--- src/rtl/score_counter_pkg.sv ---
// Shared definitions for the score counter: game states and BCD digit constants.
package score_pkg;

  localparam int BCD_W = 4;
  localparam logic [BCD_W-1:0] BCD_MAX = 4'd9;

  typedef enum logic [1:0] {
    ST_IDLE = 2'd0,
    ST_RUN  = 2'd1,
    ST_OVER = 2'd2
  } state_t;

endpackage

--- src/rtl/score_counter_if.sv ---
// Score-digit bundle from the score counter (producer) to the per-digit renderers (consumer).
interface score_counter_if
  import score_pkg::*;
#(
  parameter int NUM_DIGITS = 4
) ();

  logic [BCD_W*NUM_DIGITS-1:0] score_bcd;
  logic [BCD_W*NUM_DIGITS-1:0] hi_bcd;
  logic                        running;
  logic                        milestone;
  logic                        new_hi;
  logic                        saturated;

  modport master (
    output score_bcd,
    output hi_bcd,
    output running,
    output milestone,
    output new_hi,
    output saturated
  );

  modport slave (
    input score_bcd,
    input hi_bcd,
    input running,
    input milestone,
    input new_hi,
    input saturated
  );

endinterface

--- src/rtl/score_counter_bcd_digit_inc.sv ---
// One BCD digit of the ripple incrementer: adds carry_in and wraps 9 -> 0 with carry out.
module bcd_digit_inc
  import score_pkg::*;
(
  input  logic [BCD_W-1:0] digit,
  input  logic             carry_in,
  output logic [BCD_W-1:0] digit_out,
  output logic             carry_out
);

  always_comb begin
    digit_out = digit;
    carry_out = 1'b0;
    if (carry_in) begin
      // >= keeps any out-of-range code from escaping the 0..9 range
      if (digit >= BCD_MAX) begin
        digit_out = '0;
        carry_out = 1'b1;
      end else begin
        digit_out = digit + 4'd1;
      end
    end
  end

endmodule

--- src/rtl/score_counter.sv ---
// Running score / high score producer in packed BCD, paced by the frame tick,
// with game-state FSM, high-score capture and a milestone pulse every 100 points.
module score_counter
  import score_pkg::*;
#(
  parameter int NUM_DIGITS      = 4,
  parameter int TICKS_PER_POINT = 6
) (
  input  logic            clk,
  input  logic            rst_n,
  input  logic            frame_tick,
  input  logic            start,
  input  logic            die,
  score_counter_if.master sc
);

  localparam int SW = BCD_W * NUM_DIGITS;
  localparam int PW = (TICKS_PER_POINT > 1) ? $clog2(TICKS_PER_POINT) : 1;
  localparam logic [PW-1:0] PRESC_LAST = PW'(TICKS_PER_POINT - 1);

  state_t          r_state, w_state_nx;
  logic [SW-1:0]   r_score, w_score_nx;
  logic [SW-1:0]   r_hi, w_hi_nx;
  logic [SW-1:0]   w_inc;
  logic [PW-1:0]   r_presc, w_presc_nx;
  logic            r_milestone, w_milestone_nx;
  logic            r_new_hi, w_new_hi_nx;
  logic            r_saturated, w_saturated_nx;
  logic            r_running;
  logic            w_point;
  logic            w_score_gt;
  logic [NUM_DIGITS:0] w_carry;

  function automatic logic all_nines(input logic [SW-1:0] v);
    logic res;
    res = 1'b1;
    for (int i = 0; i < NUM_DIGITS; i++) begin
      if (v[i*BCD_W +: BCD_W] != BCD_MAX) res = 1'b0;
    end
    return res;
  endfunction

  assign w_carry[0] = 1'b1;

  for (genvar g = 0; g < NUM_DIGITS; g++) begin : g_inc
    bcd_digit_inc u_digit (
      .digit     (r_score[g*BCD_W +: BCD_W]),
      .carry_in  (w_carry[g]),
      .digit_out (w_inc[g*BCD_W +: BCD_W]),
      .carry_out (w_carry[g+1])
    );
  end

  // Numeric compare, most significant differing digit decides.
  for (genvar g = 0; g < NUM_DIGITS; g++) begin : g_cmp
    logic gt_dig;
    logic eq_dig;
    logic gt_acc;
    assign gt_dig = r_score[g*BCD_W +: BCD_W] > r_hi[g*BCD_W +: BCD_W];
    assign eq_dig = r_score[g*BCD_W +: BCD_W] == r_hi[g*BCD_W +: BCD_W];
    if (g == 0) begin : g_lsd
      assign gt_acc = gt_dig;
    end else begin : g_upper
      assign gt_acc = gt_dig | (eq_dig & g_cmp[g-1].gt_acc);
    end
  end

  assign w_score_gt = g_cmp[NUM_DIGITS-1].gt_acc;
  assign w_point    = frame_tick && (r_presc == PRESC_LAST);

  always_comb begin
    w_state_nx     = r_state;
    w_score_nx     = r_score;
    w_hi_nx        = r_hi;
    w_presc_nx     = r_presc;
    w_milestone_nx = 1'b0;
    w_new_hi_nx    = r_new_hi;
    case (r_state)
      ST_IDLE: begin
        if (start) begin
          w_state_nx = ST_RUN;
          w_score_nx = '0;
          w_presc_nx = '0;
        end
      end
      ST_RUN: begin
        if (die) begin
          w_state_nx = ST_OVER;
          if (w_score_gt) begin
            w_hi_nx     = r_score;
            w_new_hi_nx = 1'b1;
          end else begin
            w_new_hi_nx = 1'b0;
          end
        end else if (frame_tick) begin
          if (w_point) begin
            w_presc_nx = '0;
            // Final carry out means all 9s: hold instead of wrapping.
            if (!w_carry[NUM_DIGITS]) begin
              w_score_nx     = w_inc;
              w_milestone_nx = (w_inc[2*BCD_W-1:0] == '0) && (w_inc != '0);
            end
          end else begin
            w_presc_nx = r_presc + PW'(1);
          end
        end
      end
      ST_OVER: begin
        if (start) begin
          w_state_nx  = ST_RUN;
          w_score_nx  = '0;
          w_presc_nx  = '0;
          w_new_hi_nx = 1'b0;
        end
      end
      default: begin
        w_state_nx = ST_IDLE;
      end
    endcase
    w_saturated_nx = all_nines(w_score_nx);
  end

  always_ff @(posedge clk or negedge rst_n) begin
    if (!rst_n) begin
      r_state     <= ST_IDLE;
      r_score     <= '0;
      r_hi        <= '0;
      r_presc     <= '0;
      r_milestone <= 1'b0;
      r_new_hi    <= 1'b0;
      r_saturated <= 1'b0;
      r_running   <= 1'b0;
    end else begin
      r_state     <= w_state_nx;
      r_score     <= w_score_nx;
      r_hi        <= w_hi_nx;
      r_presc     <= w_presc_nx;
      r_milestone <= w_milestone_nx;
      r_new_hi    <= w_new_hi_nx;
      r_saturated <= w_saturated_nx;
      r_running   <= (w_state_nx == ST_RUN);
    end
  end

  assign sc.score_bcd = r_score;
  assign sc.hi_bcd    = r_hi;
  assign sc.running   = r_running;
  assign sc.milestone = r_milestone;
  assign sc.new_hi    = r_new_hi;
  assign sc.saturated = r_saturated;

endmodule

--- src/flat_wrapper.sv ---
// flat-port wrapper written by rule: the top's interface ports become plain ports
module score_counter_flat import score_pkg::*;
#(
  parameter int NUM_DIGITS      = 4,
  parameter int TICKS_PER_POINT = 6
)
  (clk, rst_n, frame_tick, start, die, sc_score_bcd, sc_hi_bcd, sc_running, sc_milestone, sc_new_hi, sc_saturated);
  score_counter_if #(.NUM_DIGITS(NUM_DIGITS)) sc_i ();
  input  logic clk;
  input  logic rst_n;
  input  logic frame_tick;
  input  logic start;
  input  logic die;
  output wire logic [$bits(sc_i.score_bcd)-1:0] sc_score_bcd;
  output wire logic [$bits(sc_i.hi_bcd)-1:0] sc_hi_bcd;
  output wire logic [$bits(sc_i.running)-1:0] sc_running;
  output wire logic [$bits(sc_i.milestone)-1:0] sc_milestone;
  output wire logic [$bits(sc_i.new_hi)-1:0] sc_new_hi;
  output wire logic [$bits(sc_i.saturated)-1:0] sc_saturated;
  assign sc_score_bcd = sc_i.score_bcd;
  assign sc_hi_bcd = sc_i.hi_bcd;
  assign sc_running = sc_i.running;
  assign sc_milestone = sc_i.milestone;
  assign sc_new_hi = sc_i.new_hi;
  assign sc_saturated = sc_i.saturated;
  score_counter #(.NUM_DIGITS(NUM_DIGITS), .TICKS_PER_POINT(TICKS_PER_POINT)) u_core (.clk(clk), .rst_n(rst_n), .frame_tick(frame_tick), .start(start), .die(die), .sc(sc_i));
endmodule
--- config.mk ---
export PLATFORM = sky130hd
export DESIGN_NAME = score_counter_flat
export DESIGN_NICKNAME = d
export VERILOG_FILES = /design/src/rtl/score_counter_pkg.sv /design/src/rtl/score_counter_if.sv /design/src/rtl/score_counter_bcd_digit_inc.sv /design/src/rtl/score_counter.sv /design/src/flat_wrapper.sv
export SDC_FILE = /design/constraint.sdc
export NUM_CORES = 1
export LEC_CHECK = 0
export ABC_AREA = 1
export BUFFER_PORTS_ARGS = -buffer_cell sky130_fd_sc_hd__buf_4
export CORE_UTILIZATION = 55
export CTS_CLUSTER_DIAMETER = 100
export DETAILED_ROUTE_END_ITERATION = 16
export PLACE_DENSITY = 0.77
export SYNTH_ARGS = -nofsm -noshare
export SYNTH_HDL_FRONTEND = slang
export SYNTH_HIERARCHICAL = 1
export SYNTH_SLANG_ARGS = --single-unit
--- constraint.sdc ---
create_clock -name clk -period 6.3 [get_ports clk]
set_input_delay 0.63 -clock clk [delete_from_list [all_inputs] [get_ports clk]]
set_output_delay 0.63 -clock clk [all_outputs]
set_load 0.05 [all_outputs]
==> out/results.tsv <==
metric	value	unit
run status	completed	
arrival time worst endpoint	3760	ps
final instance area	3400	sq um
Setup violations, final	0	
CTS Hold Bufs	0	
combinational power share	50.4	%
Least-Margin Pin Slew	534.9	ps
total track usage	24.63	%
GPL Wtd Cong	0.8284	
CP dominant cell by count	nor2_2	
CP Capture Type	register	
Setup crit end	u_core/sc.saturated$_DFF_PN0_	
crit path buf inv count	4	
Min-Delay Path Class	input port to asynchronous set/reset pin	
hpwl dp	4.710	mm
Max Cap Violations	0	
Sw Share	47.83	%
drt first pass iters	4	
r2r worst-path depth	19	
min Tclk post-route	3532	ps
non-filler instance count after layout	502	
antenna cells	0	
sequential fraction of the synthesis area	34.80	%
Syn Area/Cell	7.637	sq um
Placement Cell Area	3296	sq um
clk sink count	41	
Routed WL per cell	12.74	um
Crit path max-delay family	simple AND/OR/NAND/NOR gates	
Slowest-stage cell, CP	dfrtp_1	
number of port buffers	40	
clock share of power	18.5	%
CP Max Fanout	22	
Crit Path Class	register to register	
Vias/cell	4.998	
xor/xnor cell area share of the yosys netlist	1.486	%
die area	5657	sq um
share of post-route cells with drive strength above 1	19.91	%
io pins	41	
mux share of post-synthesis cell area	0	%
Clk pin slew, worst setup/hold paths	80	ps
Yosys top cell by area	dfrtp_1	
CTS tree	yes	
Util after Layout	66.14	%
r2r setup slk	2770	ps
area grow syn2layout	15.32	%
setup bufs post-CTS	0	
Resized cells post-CTS	0	
Internal	585.1	uW
Highest Clock Rate	0.2831	GHz
Final Max Tran Viols	0	
Clock Skew	9.498	ps
power per cell area	329.9	nW/um^2
FF+latch count, synth	41	
top cells by area, synth	dfrtp_1 (35%), nand2_1 (13%), ha_1 (13%)	
fill count	491	
sw power	536.4	uW
# nets final	467	
core area	5140	sq um
max incr delay on CP	500	ps
Critical R2R Launch	u_core/sc.score_bcd[0]$_DFF_PN0_	
sequential share of power	31.2	%
root buffer cell	clkbuf_8	
Residual DRC	0	
setup repair after global routing missed its margin	false	
CTS max path bufs	2	
highest ir drop seen on vdd	0.0002512	V
CP Data Required Time	6530	ps
worst reg2reg path endpoint	u_core/sc.saturated$_DFF_PN0_	
Synth Area in Compound Gates	9.593	%
Die Ht	75.21	um
first-pass GRT wire length	10.52	mm
total via count in the routed design	2509	
detailed-route wire length	6.396	mm
initial antenna violation count	0	
Std-Cell Rows	26	
LEAKAGE	0.001728	uW
TritonCTS Buffers	5	
Initial Util	57.35	%
dpl cells	495	
CP Cell Sequence	inv_1 > ha_1 > nand2_2 > nand2_2 > nor2_2 > inv_1 > nor2_2 > inv_1 > nor2_2 > inv_1 > nor2_2 > nor2_2 > nand3_4 > nand2_2 > o22ai_2 > nand2_1 > nor2_1 > nand2_1 > nor2_1	
Final Hold Vio Count	0	
drt initial violations	114	
vias in the first global route	2353	
DRT antenna net count	0	
synthesized area	2948	sq um
largest net degree at the start of global routing	42	
Slew HR	64.34	%
final worst path period share	56.07	%
post-synthesis adder-cell area fraction	12.73	%
Yosys warning count	6	
Synth cell types	31	
Remaining Overflow, GRT	0	
Clk Latency, worst-skew pair	290	ps
Worst path depth	19	
CP Launch Type	register	
share of the synthesized area in the top cell type	34.80	%
main combinational cell family by area after synthesis	simple AND/OR/NAND/NOR gates	
Fin Setup TNS	0	ps
gate count of the mapped netlist	386	
Die W	75.21	um
Synth Area in Simple Gates	29.46	%
CP startpoint	u_core/sc.score_bcd[0]$_DFF_PN0_	
depth of the CTS H-tree	2	
==> cells in the final DEF, fill, tap and decap left out, types with 2 or more instances in the layout <==
master	n
buf_4	40
o211ai_1	3
nor2_1	18
nand2_1	103
o21ai_1	2
xnor2_1	5
o21bai_2	4
nor2_4	3
o21ai_2	2
o22ai_1	9
conb_1	6
o21ai_0	5
nand3_1	35
inv_2	2
nand4_1	5
o22ai_2	4
inv_1	75
clkbuf_8	5
nand2_2	13
ha_1	30
a21oi_1	4
dfrtp_1	41
nor2_2	9
==> flip-flops by register name, summed over array words and instances, names as in the netlist <==
name                 cells
u_core/sc.score_bcd     16
u_core/r_presc           3
u_core/sc.new_hi         1
u_core/r_state           2
u_core/sc.saturated      1
u_core/sc.milestone      1
u_core/sc.hi_bcd        16
u_core/sc.running        1
==> per-stage QoR <==
step	power (uW)	setup WS, ps	hold WS [ps]
final	1122	2768	314.2
after global routing	1201	2468	357.0
after CTS	1130	2783	329.5
after detailed placement	921.4	2847	485.8
after global placement	912.3	2989	480.7
after floorplan	782.8	3086	334.4
==> metal layers <==
metal  GRT usage (%)  share of wire, %  vias up
li1                -                 -     1297
met4           5.350              0.84        0
met1           31.50                46     1150
met5               0                 0        -
met3           3.882               4.6        7
met2           44.04                49       55
==> how the worst min path moves through the flow <==
stage | endpoint | slack, ps | cells past startpoint
finish | u_core/sc.hi_bcd[1]$_DFFE_PN0P_ | 310 | 1
global route | u_core/sc.hi_bcd[0]$_DFFE_PN0P_ | 360 | 1
CTS | u_core/sc.hi_bcd[0]$_DFFE_PN0P_ | 330 | 1
detailed placement | u_core/sc.hi_bcd[14]$_DFFE_PN0P_ | 490 | 2
global placement | u_core/sc.hi_bcd[3]$_DFFE_PN0P_ | 480 | 2
floorplan | u_core/r_presc[0]$_DFFE_PN0P_ | 330 | 0
==> logic make-up (layout without fill, tap and decap cells) <==
| kind of cell | count (synthesis) | count (layout) |
|---|---|---|
| AO/OA/AOI/OAI | 36 | 36 |
| flip-flops | 41 | 41 |
| other | 1 | 6 |
| buffers and inverters | 83 | 124 |
| XOR/XNOR | 5 | 5 |
| AND/OR/NAND/NOR | 190 | 190 |
| adder cells (fa/ha/maj) | 30 | 30 |
==> power by group through the flow <==
| stage | clock network (uW) | registers (uW) | logic (uW) |
|---|---|---|---|
| 2_1_floorplan | 0 | 487 | 296 |
| 3_3_place_gp | 0 | 354 | 559 |
| 3_5_place_dp | 0 | 355 | 567 |
| 4_1_cts | 213 | 350 | 568 |
| 5_1_grt | 222 | 357 | 622 |
| 6_report | 207 | 350 | 565 |
==> cells in the mapped netlist <==
| cell | number |
|---|---|
| conb_1 | 1 |
| nor3_1 | 1 |
| nor2_1 | 18 |
| a31oi_4 | 1 |
| dfrtp_1 | 41 |
| nand3_4 | 1 |
| buf_8 | 1 |
| xnor2_1 | 5 |
| buf_2 | 2 |
| o21bai_2 | 4 |
| nand4_1 | 5 |
| nand3b_1 | 1 |
| nor2_2 | 9 |
| buf_6 | 3 |
| o211ai_1 | 3 |
| inv_1 | 75 |
| nor2_4 | 3 |
| o21a_1 | 1 |
| inv_2 | 2 |
| o21ai_1 | 2 |
| o21ai_2 | 2 |
| nand2_1 | 103 |
| o21ai_0 | 5 |
| nand2_2 | 13 |
| o31ai_1 | 1 |
| nor4_1 | 1 |
| o22ai_2 | 4 |
| ha_1 | 30 |
| a21oi_1 | 4 |
| o22ai_1 | 9 |
| nand3_1 | 35 |
==> final cells by class <==
type / count / area, sq um / area share [%]
multi-input cells: 267 / 1593 / 46.85
flip-flops and latches: 41 / 1026 / 30.18
repair buffers: 40 / 300.3 / 8.833
inverters: 77 / 289.0 / 8.502
well taps: 70 / 87.58 / 2.576
clock buffers: 5 / 68.82 / 2.024
clock inverters: 2 / 35.03 / 1.031
(Power assumes the default switching activity.)
